===== src/rtl/uart_json_rx.sv =====
`default_nettype none
//==============================================================================
// Module   : uart_json_rx
// Brief    : 8N1 UART receiver feeding a JSON {"T":..,"L":..,"R":..} decoder.
// Revision : 1.0 - initial release
//==============================================================================
module uart_json_rx #(
    parameter int CLKS_PER_BIT = 434
) (
    input  logic        clk,
    input  logic        rst,
    input  logic        uart_in,
    output logic [7:0]  rx_byte,
    output logic        rx_byte_valid,
    output logic        cmd_valid,
    output logic [7:0]  cmd_type,
    output logic [10:0] left_speed,
    output logic [10:0] right_speed,
    output logic        parse_error
);

    localparam int c_CNT_W = $clog2(CLKS_PER_BIT + 1);
    localparam logic [c_CNT_W-1:0] c_FULL_M1 = c_CNT_W'(CLKS_PER_BIT - 1);
    localparam logic [c_CNT_W-1:0] c_HALF_M1 = c_CNT_W'(CLKS_PER_BIT / 2 - 1);

    localparam logic [1:0] c_IDLE  = 2'd0;
    localparam logic [1:0] c_START = 2'd1;
    localparam logic [1:0] c_DATA  = 2'd2;
    localparam logic [1:0] c_STOP  = 2'd3;

    localparam logic [2:0] c_P_IDLE  = 3'd0;
    localparam logic [2:0] c_P_KQ1   = 3'd1;
    localparam logic [2:0] c_P_KEY   = 3'd2;
    localparam logic [2:0] c_P_KQ2   = 3'd3;
    localparam logic [2:0] c_P_COLON = 3'd4;
    localparam logic [2:0] c_P_VAL   = 3'd5;
    localparam logic [2:0] c_P_SEP   = 3'd6;
    localparam logic [2:0] c_P_NL    = 3'd7;

    localparam logic [2:0] c_V_START = 3'd0;
    localparam logic [2:0] c_V_SIGN  = 3'd1;
    localparam logic [2:0] c_V_INT   = 3'd2;
    localparam logic [2:0] c_V_DOT   = 3'd3;
    localparam logic [2:0] c_V_FR1   = 3'd4;
    localparam logic [2:0] c_V_FR2   = 3'd5;

    localparam logic [1:0] c_KEY_T = 2'd0;
    localparam logic [1:0] c_KEY_L = 2'd1;
    localparam logic [1:0] c_KEY_R = 2'd2;

    localparam logic [7:0] c_CH_LBRACE = 8'h7B;
    localparam logic [7:0] c_CH_RBRACE = 8'h7D;
    localparam logic [7:0] c_CH_QUOTE  = 8'h22;
    localparam logic [7:0] c_CH_COLON  = 8'h3A;
    localparam logic [7:0] c_CH_COMMA  = 8'h2C;
    localparam logic [7:0] c_CH_DOT    = 8'h2E;
    localparam logic [7:0] c_CH_SPACE  = 8'h20;
    localparam logic [7:0] c_CH_MINUS  = 8'h2D;
    localparam logic [7:0] c_CH_MINUS2 = 8'h96;
    localparam logic [7:0] c_CH_NL     = 8'h0A;
    localparam logic [7:0] c_CH_T      = 8'h54;
    localparam logic [7:0] c_CH_L      = 8'h4C;
    localparam logic [7:0] c_CH_R      = 8'h52;

    // ---------------- UART receiver ----------------
    logic               r_sync1, r_sync2, r_sync_d;
    logic [1:0]         r_rx_state;
    logic [c_CNT_W-1:0] r_cnt;
    logic [2:0]         r_bit_idx;
    logic [7:0]         r_shift;
    logic [7:0]         r_rx_byte;
    logic               r_rx_valid;
    logic               r_frame_err;

    always_ff @(posedge clk or posedge rst) begin
        if (rst) begin
            r_sync1     <= 1'b1;
            r_sync2     <= 1'b1;
            r_sync_d    <= 1'b1;
            r_rx_state  <= c_IDLE;
            r_cnt       <= '0;
            r_bit_idx   <= 3'd0;
            r_shift     <= 8'd0;
            r_rx_byte   <= 8'd0;
            r_rx_valid  <= 1'b0;
            r_frame_err <= 1'b0;
        end else begin
            r_sync1     <= uart_in;
            r_sync2     <= r_sync1;
            r_sync_d    <= r_sync2;
            r_rx_valid  <= 1'b0;
            r_frame_err <= 1'b0;
            case (r_rx_state)
                c_IDLE: begin
                    r_cnt <= '0;
                    if (r_sync_d && !r_sync2) r_rx_state <= c_START;
                end
                c_START: begin
                    if (r_cnt == c_HALF_M1) begin
                        r_cnt      <= '0;
                        r_bit_idx  <= 3'd0;
                        r_rx_state <= r_sync2 ? c_IDLE : c_DATA;
                    end else begin
                        r_cnt <= r_cnt + 1'b1;
                    end
                end
                c_DATA: begin
                    if (r_cnt == c_FULL_M1) begin
                        r_cnt   <= '0;
                        r_shift <= {r_sync2, r_shift[7:1]};
                        if (r_bit_idx == 3'd7) r_rx_state <= c_STOP;
                        else                   r_bit_idx  <= r_bit_idx + 1'b1;
                    end else begin
                        r_cnt <= r_cnt + 1'b1;
                    end
                end
                default: begin
                    if (r_cnt == c_FULL_M1) begin
                        r_cnt      <= '0;
                        r_rx_state <= c_IDLE;
                        if (r_sync2) begin
                            r_rx_byte  <= r_shift;
                            r_rx_valid <= 1'b1;
                        end else begin
                            r_frame_err <= 1'b1;
                        end
                    end else begin
                        r_cnt <= r_cnt + 1'b1;
                    end
                end
            endcase
        end
    end

    // ---------------- JSON parser ----------------
    logic [2:0]  r_p_state, w_p_state_n;
    logic [2:0]  r_vphase, w_vphase_n;
    logic [1:0]  r_key, w_key_n;
    logic [2:0]  r_seen, w_seen_n;
    logic        r_neg, w_neg_n;
    logic [3:0]  r_int, w_int_n;
    logic [6:0]  r_frac, w_frac_n;
    logic [7:0]  r_t_acc;
    logic [10:0] r_l_acc, r_r_acc;
    logic [7:0]  r_cmd_type;
    logic [10:0] r_left, r_right;
    logic        r_cmd_valid, r_parse_error;
    logic        w_commit, w_cmd, w_err;
    logic        w_is_digit, w_is_sign, w_val_done;
    logic [3:0]  w_digit;
    logic [10:0] w_mag, w_val;
    logic [2:0]  w_key_bit;

    assign w_is_digit = (r_rx_byte >= 8'h30) && (r_rx_byte <= 8'h39);
    assign w_is_sign  = (r_rx_byte == c_CH_MINUS) || (r_rx_byte == c_CH_MINUS2);
    assign w_digit    = r_rx_byte[3:0];
    assign w_mag      = 11'(r_int) * 11'd100 + 11'(r_frac);
    assign w_val      = r_neg ? (~w_mag + 11'd1) : w_mag;
    assign w_key_bit  = 3'b001 << r_key;
    assign w_val_done = (r_vphase == c_V_INT) || (r_vphase == c_V_FR1) || (r_vphase == c_V_FR2);

    always_comb begin
        w_p_state_n = r_p_state;
        w_vphase_n  = r_vphase;
        w_key_n     = r_key;
        w_seen_n    = r_seen;
        w_neg_n     = r_neg;
        w_int_n     = r_int;
        w_frac_n    = r_frac;
        w_commit    = 1'b0;
        w_cmd       = 1'b0;
        w_err       = 1'b0;
        if (r_frame_err) begin
            w_err = 1'b1;
        end else if (r_rx_valid) begin
            if (r_rx_byte == c_CH_LBRACE) begin
                w_p_state_n = c_P_KQ1;
                w_seen_n    = 3'b000;
            end else if (!(r_rx_byte == c_CH_SPACE && r_p_state != c_P_VAL)) begin
                case (r_p_state)
                    c_P_IDLE: begin
                    end
                    c_P_KQ1: begin
                        if (r_rx_byte == c_CH_QUOTE) w_p_state_n = c_P_KEY;
                        else                         w_err = 1'b1;
                    end
                    c_P_KEY: begin
                        w_p_state_n = c_P_KQ2;
                        if (r_rx_byte == c_CH_T && !r_seen[0])      w_key_n = c_KEY_T;
                        else if (r_rx_byte == c_CH_L && !r_seen[1]) w_key_n = c_KEY_L;
                        else if (r_rx_byte == c_CH_R && !r_seen[2]) w_key_n = c_KEY_R;
                        else                                        w_err = 1'b1;
                    end
                    c_P_KQ2: begin
                        if (r_rx_byte == c_CH_QUOTE) w_p_state_n = c_P_COLON;
                        else                         w_err = 1'b1;
                    end
                    c_P_COLON: begin
                        if (r_rx_byte == c_CH_COLON) begin
                            w_p_state_n = c_P_VAL;
                            w_vphase_n  = c_V_START;
                            w_neg_n     = 1'b0;
                            w_int_n     = 4'd0;
                            w_frac_n    = 7'd0;
                        end else begin
                            w_err = 1'b1;
                        end
                    end
                    c_P_VAL: begin
                        if ((r_vphase == c_V_START || r_vphase == c_V_SIGN) && w_is_digit) begin
                            w_int_n    = w_digit;
                            w_vphase_n = c_V_INT;
                        end else if (r_vphase == c_V_START && w_is_sign && r_key != c_KEY_T) begin
                            w_neg_n    = 1'b1;
                            w_vphase_n = c_V_SIGN;
                        end else if (r_vphase == c_V_INT && r_rx_byte == c_CH_DOT && r_key != c_KEY_T) begin
                            w_vphase_n = c_V_DOT;
                        end else if (r_vphase == c_V_DOT && w_is_digit) begin
                            w_frac_n   = 7'(w_digit) * 7'd10;
                            w_vphase_n = c_V_FR1;
                        end else if (r_vphase == c_V_FR1 && w_is_digit) begin
                            w_frac_n   = r_frac + 7'(w_digit);
                            w_vphase_n = c_V_FR2;
                        end else if (w_val_done && r_rx_byte == c_CH_COMMA) begin
                            w_commit    = 1'b1;
                            w_p_state_n = c_P_KQ1;
                        end else if (w_val_done && r_rx_byte == c_CH_RBRACE) begin
                            w_commit    = 1'b1;
                            w_p_state_n = c_P_NL;
                        end else if (w_val_done && r_rx_byte == c_CH_SPACE) begin
                            // a space terminates the value; the separator follows in P_SEP
                            w_commit    = 1'b1;
                            w_p_state_n = c_P_SEP;
                        end else begin
                            w_err = 1'b1;
                        end
                    end
                    c_P_SEP: begin
                        if (r_rx_byte == c_CH_COMMA)       w_p_state_n = c_P_KQ1;
                        else if (r_rx_byte == c_CH_RBRACE) w_p_state_n = c_P_NL;
                        else                               w_err = 1'b1;
                    end
                    c_P_NL: begin
                        if (r_rx_byte == c_CH_NL && (&r_seen)) begin
                            w_cmd       = 1'b1;
                            w_p_state_n = c_P_IDLE;
                        end else begin
                            w_err = 1'b1;
                        end
                    end
                endcase
            end
        end
        if (w_commit) w_seen_n = r_seen | w_key_bit;
        if (w_err) begin
            w_p_state_n = c_P_IDLE;
            w_seen_n    = 3'b000;
        end
    end

    always_ff @(posedge clk or posedge rst) begin
        if (rst) begin
            r_p_state     <= c_P_IDLE;
            r_vphase      <= c_V_START;
            r_key         <= c_KEY_T;
            r_seen        <= 3'b000;
            r_neg         <= 1'b0;
            r_int         <= 4'd0;
            r_frac        <= 7'd0;
            r_t_acc       <= 8'd0;
            r_l_acc       <= 11'd0;
            r_r_acc       <= 11'd0;
            r_cmd_type    <= 8'd0;
            r_left        <= 11'd0;
            r_right       <= 11'd0;
            r_cmd_valid   <= 1'b0;
            r_parse_error <= 1'b0;
        end else begin
            r_p_state     <= w_p_state_n;
            r_vphase      <= w_vphase_n;
            r_key         <= w_key_n;
            r_seen        <= w_seen_n;
            r_neg         <= w_neg_n;
            r_int         <= w_int_n;
            r_frac        <= w_frac_n;
            r_cmd_valid   <= w_cmd;
            r_parse_error <= w_err;
            if (w_commit) begin
                case (r_key)
                    c_KEY_T: r_t_acc <= {4'd0, r_int};
                    c_KEY_L: r_l_acc <= w_val;
                    default: r_r_acc <= w_val;
                endcase
            end
            if (w_cmd) begin
                r_cmd_type <= r_t_acc;
                r_left     <= r_l_acc;
                r_right    <= r_r_acc;
            end
        end
    end

    assign rx_byte       = r_rx_byte;
    assign rx_byte_valid = r_rx_valid;
    assign cmd_valid     = r_cmd_valid;
    assign cmd_type      = r_cmd_type;
    assign left_speed    = r_left;
    assign right_speed   = r_right;
    assign parse_error   = r_parse_error;

endmodule
`default_nettype wire


===== config.mk =====
export PLATFORM = sky130hd
export DESIGN_NAME = uart_json_rx
export DESIGN_NICKNAME = d
export VERILOG_FILES = /design/src/rtl/uart_json_rx.sv
export SDC_FILE = /design/constraint.sdc
export NUM_CORES = 1
export LEC_CHECK = 0
export CAP_MARGIN = 5
export CORE_AREA = 2 2 106 118
export DETAILED_ROUTE_END_ITERATION = 10
export DIE_AREA = 0 0 108 120
export GPL_TIMING_DRIVEN = 0
export PLACE_DENSITY = 0.79
export RECOVER_POWER = 25
export SYNTH_ARGS = -nofsm -noshare
export SYNTH_HDL_FRONTEND = slang
export SYNTH_SLANG_ARGS = --single-unit
export TNS_END_PERCENT = 50

===== constraint.sdc =====
create_clock -name clk -period 3.8 [get_ports clk]
set_clock_uncertainty 0.05 [all_clocks]
set_input_delay 0.76 -clock clk [delete_from_list [all_inputs] [get_ports clk]]
set_output_delay 0.76 -clock clk [all_outputs]
set_load 0.02 [all_outputs]

# Word level (Yosys, flattened, before mapping)
# Cells that the tools add are included.
dict set report totals {
  wordCells 266
  output_inout_bits 41
  reg_bits 112
  inputBits 3
}
dict set report op_classes {
  reduce_logical 55
  eq_ne 59
  addsub 5
  bitwise_logic 7
  n_lt_le_gt_ge 2
  multipliers 2
  n_shift 1
  n_mux 110
}
# operator n
set ops {}
lappend ops {{$mux W3} 33}
lappend ops {{$eq A8 B6 Y1 const B} 6}
lappend ops {{$mux W1} 48}
lappend ops {{$mux W7} 6}
lappend ops {{$eq A8 B7 Y1 const B} 5}
lappend ops {{$ne A4 B4 Y1 const B} 9}
lappend ops {{$ne A2 B2 Y1 const B} 11}
lappend ops {{$eq A3 B3 Y1 const B} 7}
lappend ops {{$pmux W3 S7} 1}
lappend ops {{$mux W2} 9}
lappend ops {{$mux W9} 2}
lappend ops {{$pmux W9 S2} 1}
lappend ops {{$logic_and A1 B1 Y1} 17}
lappend ops {{$reduce_and A15 Y1} 1}
lappend ops {{$pmux W7 S2} 1}
lappend ops {{$reduce_and A7 Y1} 2}
lappend ops {{$eq A3 B2 Y1 const B} 4}
lappend ops {{$ne A6 B6 Y1 const B} 2}
lappend ops {{$pmux W3 S2} 2}
lappend ops {{$reduce_bool A3 Y1} 4}
lappend ops {{$add A11 B1 Y11 const B} 1}
lappend ops {{$add A11 B7 Y11} 1}
lappend ops {{$mux W11} 1}
lappend ops {{$not A11 Y11} 1}
lappend ops {{41 further kinds} 66}

# Longest topological paths before layout
# Gate-level depths: netlist (run 1).
dict set report logic_depth {
  ltp_word 19
  ltp_mapped 11
  depth_no_buf 11
}

# Worst setup path after synthesis (run 1)
# Ideal clock, no wire load.
dict set report synth_timing {
  path_type {register -> register}
  from {register r_int[1]}
  to {register r_r_acc[10]}
  period_less_slack_ns 3.317
  path_buffers 0
  t_required_ns 3.622
  path_slack_ns 0.483
  setup_time_ns 0.128
  t_arrival_ns 3.139
  stages_incl_launch_ff 11
  path_cell_list {dfrtp_1 > ha_1 > ha_1 > inv_1 > fa_1 > or2_2 > a2111o_1 > and4_1 > o41a_1 > xnor2_1 > mux2_1}
}
dict set report synth_via {
  elab_chain_cells 5
}
# element line
set synth_lines {}
lappend synth_lines {{start: declaration} 141} ;# logic [3:0] r_int, w_int_n;
lappend synth_lines {{start signal: assignment} 284} ;# r_int <= w_int_n;
lappend synth_lines {{$mul A4 B5 Y9 *} 157} ;# assign w_mag = 11'(r_int) * 11'd100 + 11'(r_frac);
lappend synth_lines {{$add A11 B7 Y11 *} 157}
lappend synth_lines {{$not A11 Y11} 158} ;# assign w_val = r_neg ? (~w_mag + 11'd1) : w_mag;
lappend synth_lines {{$add A11 B1 Y11} 158}
lappend synth_lines {{$mux W11 *} 158}
lappend synth_lines {{end signal: assignment} 292} ;# default: r_r_acc <= w_val;
lappend synth_lines {{end: declaration} 144} ;# logic [10:0] r_l_acc, r_r_acc;
# Every way passes the cells marked *; elsewhere a longest branch is shown, timed or not.
# A chain may end at the register's enable or synchronous reset.

# Worst setup path after layout (run 1)
dict set report layout_timing {
  from {register r_int[0]}
  to {register r_l_acc[10]}
}
dict set report layout_via {
  elab_chain_cells 5
}
# element line
set layout_lines {}
lappend layout_lines {{$mul A4 B5 Y9 *} 157}
lappend layout_lines {{$add A11 B7 Y11 *} 157}
lappend layout_lines {{$not A11 Y11} 158}
lappend layout_lines {{$add A11 B1 Y11} 158}
lappend layout_lines {{$mux W11 *} 158}
lappend layout_lines {{end signal: assignment} 291} ;# c_KEY_L: r_l_acc <= w_val;
lappend layout_lines {{end: declaration} 144}
# Marks and branches as above.

==> results of run 1 <==
[flip-flops by register name, indices dropped and copies added (netlist names), 7 cells and up]
| signal | cells |
|---|---|
| left_speed | 11 |
| r_l_acc | 11 |
| r_r_acc | 11 |
| right_speed | 11 |
| r_cnt | 9 |
| r_shift | 8 |
| rx_byte | 8 |
| r_frac | 7 |
[critical path, stage by stage, from the launching register on]
cell	delay, ns
dfrtp_1	0.46
ha_1	0.33
ha_1	0.21
inv_1	0.07
fa_1	0.50
or2_2	0.35
a2111o_1	0.37
and4_1	0.22
o41a_1	0.43
xnor2_1	0.19
mux2_1	0.32
[logic make-up (layout without fill, tap and decap cells)]
group,Yosys count,in the layout,synth area share (%)
fa+ha+maj,31,31,6.70
compound gates,113,113,12.1
simple gates,194,194,17.7
mux,60,60,11.0
buf+inv,53,109,3.97
xor+xnor,25,25,3.51
other cells,1,4,0.0601
flops,112,112,45.0
[path summary, 6_finish.rpt]
path	from	endpoint	slack, ns	depth (start not counted)
max	r_int[0]	r_l_acc[10]	0.20	10
min	r_sync1	r_sync2	0.32	0
max reg2reg	r_int[0]	r_l_acc[10]	0.20	10
min reg2reg	r_sync1	r_sync2	0.32	0
max in group asynchronous	rst	r_int[1]	1.30	3
min in group asynchronous	rst	r_l_acc[8]	1.38	2
[area by class of cell]
type / count / area, sq um / share of cell area (%)
multi-input combinational: 427 / 3190 / 44.6
clock inverter: 7 / 70.1 / 0.979
sequential: 112 / 2810 / 39.2
timing repair buffer: 40 / 418 / 5.84
clock buffer: 9 / 225 / 3.15
inverter: 25 / 95.1 / 1.33
buffer: 28 / 154 / 2.15
tap: 154 / 193 / 2.69
[synth_stat cells (all sizes together), types with 4 or more instances]
library cell / number / area (sq um)
a21oi: 25 / 125
a22o: 4 / 35.0
a31oi: 6 / 43.8
and3: 6 / 37.5
buf: 12 / 93.8
clkbuf: 16 / 60.1
dfrtp: 109 / 2730
fa: 4 / 80.1
ha: 27 / 338
inv: 25 / 93.8
mux2: 58 / 664
nand2: 41 / 154
nand2b: 8 / 50.1
nand3: 20 / 105
nand3b: 5 / 37.5
nand4: 7 / 50.1
nor2: 39 / 146
nor2b: 10 / 62.6
nor3: 14 / 80.1
nor3b: 6 / 45.0
nor4b: 5 / 58.8
o21a: 6 / 45.0
o21ai: 32 / 160
o31ai: 7 / 52.6
or2: 10 / 62.6
xnor2: 17 / 149
xor2: 8 / 70.1
[per-stage QoR]
step	hold slack, ns	setup slack (ns)	util, %	area (sq um)
finish	0.317	0.198	60.5	7160
global route	0.321	0.0448	60.5	7160
CTS	0.313	0.140	60.5	7160
detailed placement	0.300	0.162	58.0	6860
global placement	0.298	-1.39	57.8	6830
floorplan	0.295	0.0360	-	6250
[metal layers]
metal / global-route usage (%) / wire length (microns) / up-vias / part of all wire (%)
met3: 2.06 / 417 / 12 / 3.2
met1: 28.5 / 5830 / 2290 / 45
met5: 0 / 0 / - / 0
met4: 6.57 / 184 / 0 / 1.4
li1: - / - / 2219 / -
met2: 36.6 / 6620 / 113 / 51
[repair_timing]
item                                    in CTS  in global routing
endpoints found under the setup margin       0                  1
endpoints found under the hold margin        0                  0
gates resized for setup                      0                  1
[power breakdown]
part / switching, mW / internal (mW)
Clock: 0.475 / 0.468
Sequential: 0.0219 / 1.21
Combinational: 0.0982 / 0.0548
==> impl_metrics.yaml, run 1 <==
clock_network:
  ctsHoldBuffers: 0
  cts_inserted_buffers: 9
  clk_latency_ns: 0.36
  clkSinkCount: 112
  htreeDepth: 3
  clk_pin_slew_ns: 0.08
  cts_tree: "built"
  cts_root_buffer: "clkbuf_16"
  clock_path_buffers: 2
  cts_setup_buffers: 0
drt:
  wire_per_inst_microns: 16.3
  viasPerCell: 5.78
  drc_errors: 0
  drtAntennaViolNets: 0
  drt_first_pass_iters: 4
  wl_mm: 13.0
  via_count: 4634
  drt_iter0_drc: 304
layout:
  nets: 677
  final_cells: 802
  final_cell_mix: "dfrtp_1, nand2_1, nor2_1"
  final_common_cell: "dfrtp_1"
  area_delta_synth_final_pct: 14.7
  num_antenna_cells: 0
  fillCellCount: 978
  drive_gt1_share_pct: 13.3
critical_path:
  worstSetupPathType: "register to register"
  crit_fanout: 7
  required_ns: 3.99
  cp-end-kind: "register"
  cp-start-kind: "register"
  crit_arrival_ns: 3.79
global_route:
  grt_pass1_wl_mm: 22.1
  grt-ovfl-total: 0
  grt_max_degree: 66
  gr-usage-all-layers_pct: 21.3
  antenna_found_initial: 0
  grt_pass1_vias: 4567
floorplan:
  rows: 42
  dieArea_sq_um: 13000
  die_w_microns: 108
  start_util_pct: 52.7
  core-area_sq_um: 11800
  die_h_microns: 120
  io_pins: 44
synthesis:
  async_flop_share_pct: 100
  synth-main-ff-cell: "dfrtp_1"
  synth_cells: 589
  synth_edf_count: 0
  yosysSeqAreaShare_pct: 45.0
  yosysWarnings: 0
  synth_cell_type_count: 81
  ys_seq_elements: 112
  synth_area_sq_um: 6240
  avgSynthCellArea_sq_um: 10.6
sta:
  max_freq_mhz: 278
  maxSlewHeadroom_pct: -44.2
  slew_viol_final: 48
  hold_viol: 0
  min_period_ns: 3.60
  rsz0062_at_grt: "no"
  finalSetupTns_ns: 0
  tightestPinTransition_ns: 2.15
  fin_crit_sh_pct: 94.8
  setup_viol_count_final: 0
place:
  dp.final_hpwl_mm: 9.71
  place_congestion: 0.943
  placed_cells: 786
  port_buffers: 39
pwr:
  power_mw: 2.33
  ir_worst_vdd_uv: 267
  power.leakage_nw: 3.26
  power_density_nw_per_um2: 326
min_path:
  hold_path_class: "register to register"
outcome:
  violations: "max-capacitance violations, max-slew violations"
  status: "complete, but fails checks"
run:
  max_cap_violations: 1
No activity file was read; power rests on OpenSTA's default activity.
==> inputs of run 2 (changes only) <==
Settings changed: PLACE_DENSITY 0.79 to 0.76.
Clock period 3.8 ns to 3.64 ns, I/O delays scaled along.
==> impl_metrics.yaml, run 2 (same netlist as run 1, synthesis figures left out) <==
critical_path:
  crit_arrival_ns: 3.75
  critPathBufInv: 1
  max_stage_delay_ns: 0.46
  r2r_start: "r_int[0]"
  slowest_stage: "o41a_1"
  worst_r2r_endpoint: "r_r_acc[10]"
  crit_family: "adder cells"
  path_cells: "ha_1, ha_1, inv_1, fa_2, or2_2, a2111o_1, and4_1, o41a_1, xnor2_2, mux2_1"
  ff2ff_setup_slack_ns: 0.08
  crit_fanout: 5
  cp-end-kind: "register"
  worstSetupPathType: "register to register"
  cp-start-kind: "register"
  rr_worst_depth: 10
  cp_common_cell: "ha_1"
  required_ns: 3.82
layout:
  area_delta_synth_final_pct: 15.9
  fillCellCount: 997
  nets: 683
  final_cell_mix: "dfrtp_1, nand2_1, nor2_1"
  num_antenna_cells: 0
  ff_latch_area_sq_um: 2810
  final_util_pct: 61.1
  multi_input_area_sq_um: 3200
  final_common_cell: "dfrtp_1"
  drive_gt1_share_pct: 14.4
floorplan:
  die_h_microns: 120
  io_pins: 44
  start_util_pct: 52.7
  dieArea_sq_um: 13000
  core-area_sq_um: 11800
  die_w_microns: 108
  rows: 42
run:
  max_cap_violations: 1
global_route:
  antenna_found_initial: 0
  gr-usage-all-layers_pct: 21.9
  grt_max_degree: 41
  grt-ovfl-total: 0
  grt_pass1_vias: 4619
  grt_pass1_wl_mm: 22.5
clock_network:
  clk_latency_ns: 0.35
  ctsHoldBuffers: 0
  htreeDepth: 3
  clkSinkCount: 112
  cts_root_buffer: "clkbuf_16"
  clk_pin_slew_ns: 0.08
  cts_tree: "built"
  clock_path_buffers: 2
  cts_inserted_buffers: 9
outcome:
  status: "complete, but fails checks"
  violations: "max-capacitance violations, max-slew violations"
min_path:
  hold_path_class: "register to register"
  holdPathStages: 0
  whs_endpoint: "r_sync2"
  hp-start: "r_sync1"
drt:
  viasPerCell: 5.85
  drt_iter0_drc: 332
  wire_per_inst_microns: 16.3
  wl_mm: 13.2
  drt_first_pass_iters: 5
  drtAntennaViolNets: 0
  drc_errors: 0
  via_count: 4724
sta:
  hold_viol: 0
  max_freq_mhz: 281
  slew_viol_final: 29
  setup_viol_count_final: 0
  fin_crit_sh_pct: 97.9
  maxSlewHeadroom_pct: -10.5
  min_period_ns: 3.56
  tightestPinTransition_ns: 1.66
  setup_slack_ns: 0.0766
place:
  place_ws_ns: -0.0126
  port_buffers: 39
  dp.final_hpwl_mm: 9.82
  place_congestion: 0.876
pwr:
  power_density_nw_per_um2: 342
  power.leakage_nw: 3.31
  power_mw: 2.47
  ir_worst_vdd_uv: 285
[run 2: worst register-to-register path: stages (launching register included)]
cell	delay [ns]
dfrtp_2	0.45
ha_1	0.32
ha_1	0.21
inv_1	0.08
fa_2	0.45
or2_2	0.34
a2111o_1	0.37
and4_1	0.23
o41a_1	0.46
xnor2_2	0.19
mux2_1	0.31
[run 2: how the worst max path moves through the flow]
stage          depth (start not counted)           to  slack, ns  startpoint
2_1_floorplan                         10  r_r_acc[10]       0.32    r_int[1]
3_3_place_gp                          10  r_l_acc[10]       0.08    r_int[1]
5_1_grt                               10  r_l_acc[10]      -0.01    r_int[0]
3_5_place_dp                          10  r_l_acc[10]      -0.01    r_int[1]
6_report                              10  r_r_acc[10]       0.08    r_int[0]
4_1_cts                               10  r_r_acc[10]      0.003    r_int[0]
[run 2: where the power goes]
part | switching [mW] | leakage [nW] | internal [mW]
combinational | 0.103 | 1.61 | 0.0572
sequential | 0.0239 | 1.55 | 1.27
clock | 0.473 | 0.152 | 0.550
total | 0.600 | 3.31 | 1.87
[run 2: final cells by class]
type	count	area share (%)
repair buffers	46	6.42
flip-flops and latches	112	38.9
well taps	154	2.67
inverters	25	1.32
clock inverters	7	1.18
multi-input cells	427	44.3
clock buffers	9	3.12
plain buffers	28	2.13
[run 2: timing repair]
item	CTS	global route
resized for setup	1	3
pin swaps	0	1
buffers inserted	0	4
setup endpoints to repair	2	2
[run 2: metal layers]
layer  wire length [microns]  vias to the layer above  global-route usage, %  part of all wire (%)
met5                       0                        -                      0                     0
met2                    6690                      120                   37.3                    51
met3                     495                       33                   3.10                   3.8
met1                    5670                     2337                   27.9                    43
met4                     340                        0                   9.05                   2.6
li1                        -                     2234                      -                     -
[run 2: stage by stage]
stage | std cells | TNS (ns) | hold WS [ns] | cell area, sq um
after floorplan | 592 | 0 | 0.295 | 6250
after global placement | 785 | 0 | 0.298 | 6830
after detailed placement | 788 | -0.0126 | 0.304 | 6890
after CTS | 804 | 0 | 0.308 | 7210
after global routing | 808 | -0.0282 | 0.323 | 7230
final | 808 | 0 | 0.309 | 7230
